[config.mk]
export PLATFORM = sky130hd
export DESIGN_NAME = arm_multicycle_core
export DESIGN_NICKNAME = d
export VERILOG_FILES = /design/src/rtl/arm_multicycle_core.sv
export SDC_FILE = /design/constraint.sdc
export NUM_CORES = 2
export LEC_CHECK = 0
export BUFFER_PORTS_ARGS = -buffer_cell sky130_fd_sc_hd__buf_2
export CAP_MARGIN = 20
export CORE_ASPECT_RATIO = 1.1
export CORE_MARGIN = 3
export CORE_UTILIZATION = 34
export CTS_CLUSTER_DIAMETER = 50
export DETAILED_ROUTE_END_ITERATION = 16
export GPL_ROUTABILITY_DRIVEN = 0
export HOLD_SLACK_MARGIN = 0.05
export MAX_ROUTING_LAYER = met4
export PLACE_DENSITY = 0.5
export SLEW_MARGIN = 25
export SYNTH_ARGS = -nofsm -noshare
export SYNTH_HDL_FRONTEND = slang
export SYNTH_SLANG_ARGS = --single-unit
[constraint.sdc]
create_clock -name clk -period 6 [get_ports clk]
set_clock_uncertainty 0.15 [all_clocks]
set_input_delay 1.5 -clock clk [delete_from_list [all_inputs] [get_ports clk]]
set_output_delay 1.5 -clock clk [all_outputs]
set_load 0.05 [all_outputs]
[src/rtl/arm_multicycle_core.sv]
// Multicycle ARM-subset core: ADD/SUB/AND/ORR, LDR/STR with immediate offset, B.
// A single memory port is shared by instruction fetch and data accesses and uses
// a req/ready handshake. NZCV flags are stored and gate conditional execution.
module arm_multicycle_core #(
  parameter logic [31:0] RESET_PC  = 32'h0,
  parameter int          ADDR_W    = 32,
  parameter bit          COND_EXEC = 1'b1
) (
  input  logic              clk,
  input  logic              Reset,
  output logic              mem_req,
  output logic              mem_we,
  output logic [ADDR_W-1:0] mem_addr,
  output logic [31:0]       mem_wdata,
  input  logic [31:0]       mem_rdata,
  input  logic              mem_ready,
  output logic [31:0]       PC,
  output logic [3:0]        Flags,
  output logic [3:0]        state
);

  typedef enum logic [3:0] {
    FETCH  = 4'd0,
    DECODE = 4'd1,
    MEMADR = 4'd2,
    MEMRD  = 4'd3,
    MEMWB  = 4'd4,
    MEMWR  = 4'd5,
    EXECR  = 4'd6,
    EXECI  = 4'd7,
    ALUWB  = 4'd8,
    BRANCH = 4'd9
  } statetype;

  statetype cur, nxt;

  logic [31:0] ir;
  logic [31:0] rn_val, rm_val, rd_val;
  logic [31:0] alu_out, data_q, addr_q;
  logic [3:0]  alu_flags_q;
  logic        alu_wr_q;
  // Slot 15 is never read or written: R15 is the PC.
  logic [31:0] rf [0:15];

  logic [31:0]        pc_plus4;
  logic [31:0]        rn_rd, rm_rd, rd_rd;
  logic [31:0]        src_b;
  logic [31:0]        alu_res;
  logic               alu_c, alu_v, alu_ok;
  logic               cond_ok;
  logic signed [31:0] br_off;

  // Evaluates an ARM condition code against stored NZCV; 1111 behaves as AL.
  function automatic logic cond_holds(input logic [3:0] c, input logic [3:0] f);
    logic n, z, cf, v;
    {n, z, cf, v} = f;
    case (c)
      4'b0000: cond_holds = z;
      4'b0001: cond_holds = !z;
      4'b0010: cond_holds = cf;
      4'b0011: cond_holds = !cf;
      4'b0100: cond_holds = n;
      4'b0101: cond_holds = !n;
      4'b0110: cond_holds = v;
      4'b0111: cond_holds = !v;
      4'b1000: cond_holds = cf && !z;
      4'b1001: cond_holds = !cf || z;
      4'b1010: cond_holds = (n == v);
      4'b1011: cond_holds = (n != v);
      4'b1100: cond_holds = !z && (n == v);
      4'b1101: cond_holds = z || (n != v);
      default: cond_holds = 1'b1;
    endcase
  endfunction

  // R15 reads see the fetch address + 8 (PC already advanced by 4 in FETCH).
  assign pc_plus4 = PC + 32'd4;
  assign rn_rd    = (ir[19:16] == 4'd15) ? pc_plus4 : rf[ir[19:16]];
  assign rm_rd    = (ir[3:0]   == 4'd15) ? pc_plus4 : rf[ir[3:0]];
  assign rd_rd    = (ir[15:12] == 4'd15) ? pc_plus4 : rf[ir[15:12]];
  assign cond_ok  = COND_EXEC ? cond_holds(ir[31:28], Flags) : 1'b1;
  assign br_off   = {{6{ir[23]}}, ir[23:0], 2'b00};

  // ALU: operand B is the unshifted Rm or the zero-extended imm8 (rotate ignored).
  always_comb begin
    alu_res = 32'd0;
    alu_c   = 1'b0;
    alu_v   = 1'b0;
    alu_ok  = 1'b1;
    src_b   = (cur == EXECI) ? {24'd0, ir[7:0]} : rm_val;
    case (ir[24:21])
      4'b0100: begin
        {alu_c, alu_res} = {1'b0, rn_val} + {1'b0, src_b};
        alu_v = (rn_val[31] == src_b[31]) && (alu_res[31] != rn_val[31]);
      end
      4'b0010: begin
        {alu_c, alu_res} = {1'b0, rn_val} + {1'b0, ~src_b} + 33'd1;
        alu_v = (rn_val[31] != src_b[31]) && (alu_res[31] != rn_val[31]);
      end
      4'b0000: alu_res = rn_val & src_b;
      4'b1100: alu_res = rn_val | src_b;
      default: alu_ok = 1'b0;
    endcase
  end

  // State register.
  always_ff @(posedge clk or negedge Reset) begin
    if (!Reset) cur <= FETCH;
    else        cur <= nxt;
  end

  // Next-state logic and memory-port outputs; req is forced low during reset.
  always_comb begin
    nxt       = cur;
    mem_req   = 1'b0;
    mem_we    = 1'b0;
    mem_addr  = addr_q[ADDR_W-1:0];
    mem_wdata = rd_val;
    case (cur)
      FETCH: begin
        mem_req  = Reset;
        mem_addr = PC[ADDR_W-1:0];
        if (mem_ready) nxt = DECODE;
      end
      DECODE: begin
        if (!cond_ok) nxt = FETCH;
        else begin
          case (ir[27:26])
            2'b00:   nxt = ir[25] ? EXECI : EXECR;
            2'b01:   nxt = MEMADR;
            2'b10:   nxt = BRANCH;
            default: nxt = FETCH;
          endcase
        end
      end
      EXECR, EXECI: nxt = ALUWB;
      ALUWB:        nxt = FETCH;
      MEMADR:       nxt = ir[20] ? MEMRD : MEMWR;
      MEMRD: begin
        mem_req = Reset;
        if (mem_ready) nxt = MEMWB;
      end
      MEMWB: nxt = FETCH;
      MEMWR: begin
        mem_req = Reset;
        mem_we  = Reset;
        if (mem_ready) nxt = FETCH;
      end
      BRANCH:  nxt = FETCH;
      default: nxt = FETCH;
    endcase
  end

  assign state = cur;

  // Datapath registers: PC, IR, register file, flags and inter-state latches.
  always_ff @(posedge clk or negedge Reset) begin
    if (!Reset) begin
      PC          <= RESET_PC;
      Flags       <= 4'd0;
      ir          <= 32'd0;
      rn_val      <= 32'd0;
      rm_val      <= 32'd0;
      rd_val      <= 32'd0;
      alu_out     <= 32'd0;
      alu_flags_q <= 4'd0;
      alu_wr_q    <= 1'b0;
      data_q      <= 32'd0;
      addr_q      <= 32'd0;
      for (int i = 0; i < 16; i++) rf[i] <= 32'd0;
    end else begin
      case (cur)
        FETCH: begin
          if (mem_ready) begin
            ir <= mem_rdata;
            PC <= pc_plus4;
          end
        end
        DECODE: begin
          rn_val <= rn_rd;
          rm_val <= rm_rd;
          rd_val <= rd_rd;
        end
        EXECR, EXECI: begin
          alu_out     <= alu_res;
          alu_flags_q <= {alu_res[31], (alu_res == 32'd0), alu_c, alu_v};
          alu_wr_q    <= alu_ok;
        end
        ALUWB: begin
          if (alu_wr_q) begin
            if (ir[15:12] == 4'd15) PC <= alu_out;
            else                    rf[ir[15:12]] <= alu_out;
            if (ir[20]) Flags <= alu_flags_q;
          end
        end
        MEMADR: begin
          addr_q <= ir[23] ? (rn_val + {20'd0, ir[11:0]})
                           : (rn_val - {20'd0, ir[11:0]});
        end
        MEMRD: begin
          if (mem_ready) data_q <= mem_rdata;
        end
        MEMWB: begin
          if (ir[15:12] == 4'd15) PC <= data_q;
          else                    rf[ir[15:12]] <= data_q;
        end
        BRANCH: PC <= pc_plus4 + $unsigned(br_off);
        default: ;
      endcase
    end
  end

endmodule
==> qor_table.md <==
| Quantity | This run |
|---|---|
| Register cell area after layout | 0.0196 mm^2 |
| Leakage dissipation | 23.8 nW |
| Area of the core | 0.144 mm^2 |
| Post-synthesis sequential element count | 780 |
| Hold-critical path endpoint | rf[27] |
| Hold crit path type | flip-flop to flip-flop |
| Die width | 370 um |
| Worst-path fanout max | 11 |
| Cell area after synthesis | 0.0496 mm^2 |
| Maximum number of pins on one net before global-route repair | 178 |
| Kind of start point of the critical path | flip-flop |
| Number of nets with antenna violations after routing | 0 |
| Global-route wire length before repair | 281000 um |
| CP max-delay cell | sky130_fd_sc_hd__nor4_1 |
| Number of buffer and inverter stages on the critical path | 0 |
| Most common flop cell mapped by yosys | sky130_fd_sc_hd__dfrtp_1 |
| Hold Violations, Final | 0 |
| Per-cell via count in the routed design | 5.99 |
| Ratio of cells with drive above 1 in the final layout | 22.8% |
| Shortest period the worst path allows | 5.80 ns |
| Worst Hold Depth | 0 |
| Area taken by multi-input logic gates | 0.0284 mm^2 |
| Most frequent cell on the critical path | sky130_fd_sc_hd__nand2_1 |
| Area growth from synthesis to layout | 13.5% |
| TritonCTS clock tree | done |
| Number of cells in the finished layout apart from fillers | 6798 |
| Post-synthesis net count | 5036 |
| Largest delay share family, worst path | compound AO/OA/AOI/OAI gates |
| Share of synthesized area occupied by flip-flops and latches | 39.3% |
| Clock buffer count from CTS | 107 |
| Final Net Count | 4989 |
| Post-synth EDFFs | 0 |
| Pwr/cell area | 674 mW/mm^2 |
| Per-cell routed wire length | 28.6 um |
| CTS HTree Levels | 3 |
| Fin crit share | 96.6% |
| Initial antenna violation count | 14 |
| Synthesis warning total | 0 |
| R2R Path Start | state[3] |
| Max rail drop VDD | 0.000432 V |
| Max transition margin | 18.3% |
| Slew Viols, Final | 0 |
| Async set-reset flop share out of synthesis | 100% |
| Most repeated cell in the gate-level netlist after synthesis | sky130_fd_sc_hd__dfrtp_1 |
| Input/output buffers | 140 |
| Starting DRT DRC Count | 4235 |
| Top-area cell type share of the netlist area | 39.3% |
| Half-perimeter wire length after placement | 132000 um |
| Required time at the worst-slack endpoint | 6.49 ns |
| Worst-Skew Late Latency | 0.74 ns |
| Setup repair after global routing missed its margin | no |
| Destination of the worst register-to-register timing path | alu_flags_q[2] |
| Library cell occupying the most area in the post-synthesis netlist | sky130_fd_sc_hd__dfrtp_1 |
| Aggregate negative setup slack | 0 ns |
| Reg-to-reg slack, setup | 0.20 ns |
| Most frequent cells after synthesis | sky130_fd_sc_hd__dfrtp_1, sky130_fd_sc_hd__nor2_1, sky130_fd_sc_hd__a21oi_1 |
| Number of unique standard cell types used by synthesis | 105 |
| Count of endpoints failing setup in the final report | 0 |
| Most area-consuming cells after synthesis | sky130_fd_sc_hd__dfrtp_1, sky130_fd_sc_hd__mux4_2, sky130_fd_sc_hd__a21oi_1 |
| Run status | completed |
| Grt total ovfl | 0 |
| Number of global-route vias before repair | 39.4k |
| Critical path class | flip-flop to flip-flop |
| Gate Count Post-Synth | 4829 |
| Max clock buf depth | 3 |
| Worst reg-to-reg path cell count | 18 |
| Syn avg cell area | 10.3 um^2 |
| Final wirelength | 194000 um |
| DRC violation count after routing | 0 |
| Floorplan row count | 146 |
| Levels on crit path | 18 |
| Worst Hold Launch | rf[27] |
| I/O pin cnt | 141 |
| Crit-path cells | nor2b_1 > and2_1 > nand2_1 > nand2_1 > o21ai_0 > ha_1 > fa_1 > o21bai_1 > a2111oi_2 > o21ai_1 > o211ai_2 > o2bb2ai_2 > o31a_2 > a22oi_1 > a21oi_1 > nor4_1 > nand4_1 > o31ai_1 |
| Clk slew on worst S/H paths | 0.06 ns |
| Total via count in the routed design | 40.7k |
| Start point of the critical path | state[3] |
| Total clock sinks | 780 |
| Maximum operating frequency | 0.172 GHz |
| Crit end category | flip-flop |
| First drt pass iteration count | 10 |
| Post-route setup slack | 0.201 ns |
| Total Routing Usage GR | 26.2% |
| Fill cell instance count of the final layout | 14.2k |
| Vert. Die Dim | 407 um |
| Die ar. | 0.151 mm^2 |
| Arrival time at the worst endpoint | 6.29 ns |
| Initial cell density of the core | 34.3% |
| Slew at the pin with the worst max-slew slack | 1.22 ns |
| Worst slack, placed | 0.464 ns |
| Buffer type at the clock tree root | sky130_fd_sc_hd__clkbuf_16 |
| Reported max-cap violation count | 0 |
| Number of placed instances with taps included | 6596 |
| CP peak stage delay | 0.77 ns |
==> layout by cell type (no fill, tap or decap), drive strengths merged, types with 39 or more instances in the layout <==
cell type  synthesis  final
dfrtp            780    780
nor2             647    647
a21oi            639    639
mux4             386    386
o21ai            367    367
nand2            316    316
buf               67    262
mux2             177    177
ha               168    168
clkbuf           351    140
inv              111    122
mux2i             68     68
o22a              64     64
o221ai            54     54
xnor2             52     52
xor2              47     47
nor3              45     45
nand3             41     41
a21o              39     39
==> metal layers <==
metal  up-vias  track usage [%]  wire length [um]
met2      1828             40.7             90500
li1      17800                -                 -
met5         -                -                 0
met4         0             12.5             10300
met1     20700             33.7             79100
met3       429             4.06             14300
==> power by group <==
part | switching [W] | internal [W]
sequential | 0.00279 | 0.00721
combinational | 0.0127 | 0.00859
clock | 0.00266 | 0.00396
==> how the worst max path moves through the flow <==
stage | to
CTS | alu_flags_q[2]
global route | alu_flags_q[2]
finish | alu_flags_q[2]
detailed placement | alu_flags_q[2]
floorplan | addr_q[29]
global placement | alu_flags_q[2]
==> flip-flops by register name, summed over array words and instances, names as in the netlist <==
signal	cells
data_q	32
rf	512
alu_out	32
Flags	4
addr_q	32
ir	32
rn_val	32
state	4
PC	32
mem_wdata	32
alu_wr_q	1
alu_flags_q	3
rm_val	32
==> stage by stage <==
stage	total power [W]	hold WS (ns)	util, %	instance area (um^2)
final	0.0379	0.220	39.0	56300
after global routing	0.0399	0.229	39.0	56300
after CTS	0.0377	0.226	38.9	56200
after detailed placement	0.0310	0.213	36.4	52500
after global placement	0.0308	0.211	36.3	52500
after floorplan	0.0236	0.274	-	49600
==> cells by family (layout without fill, tap and decap cells) <==
| kind of cell | count (synthesis) | in the layout | synth area share (%) |
|---|---|---|---|
| other | 0 | 3 | 0 |
| flip-flops | 780 | 780 | 39.3 |
| AO/OA/AOI/OAI | 1415 | 1415 | 17.2 |
| XOR/XNOR | 99 | 99 | 1.75 |
| buffers and inverters | 530 | 572 | 4.06 |
| multiplexers | 631 | 631 | 22.9 |
| AND/OR/NAND/NOR | 1202 | 1202 | 10.3 |
| adder cells (fa/ha/maj) | 172 | 172 | 4.40 |
==> cell type report <==
type	count	share of cell area, %
inverter	112	0.747
antenna	3	0.0133
tap	1924	4.27
timing repair buffer	262	3.28
clock buffer	140	5.21
multi-input combinational	3519	50.4
clock inverter	58	1.33
sequential	780	34.7
==> repair_timing <==
action,CTS,global route
hold buffers,0,0
buffers inserted,0,0
hold endpoints to repair,0,0
resized for setup,0,2
endpoints found under the setup margin,0,1
Note: power is estimated with default switching activity, not from simulation.
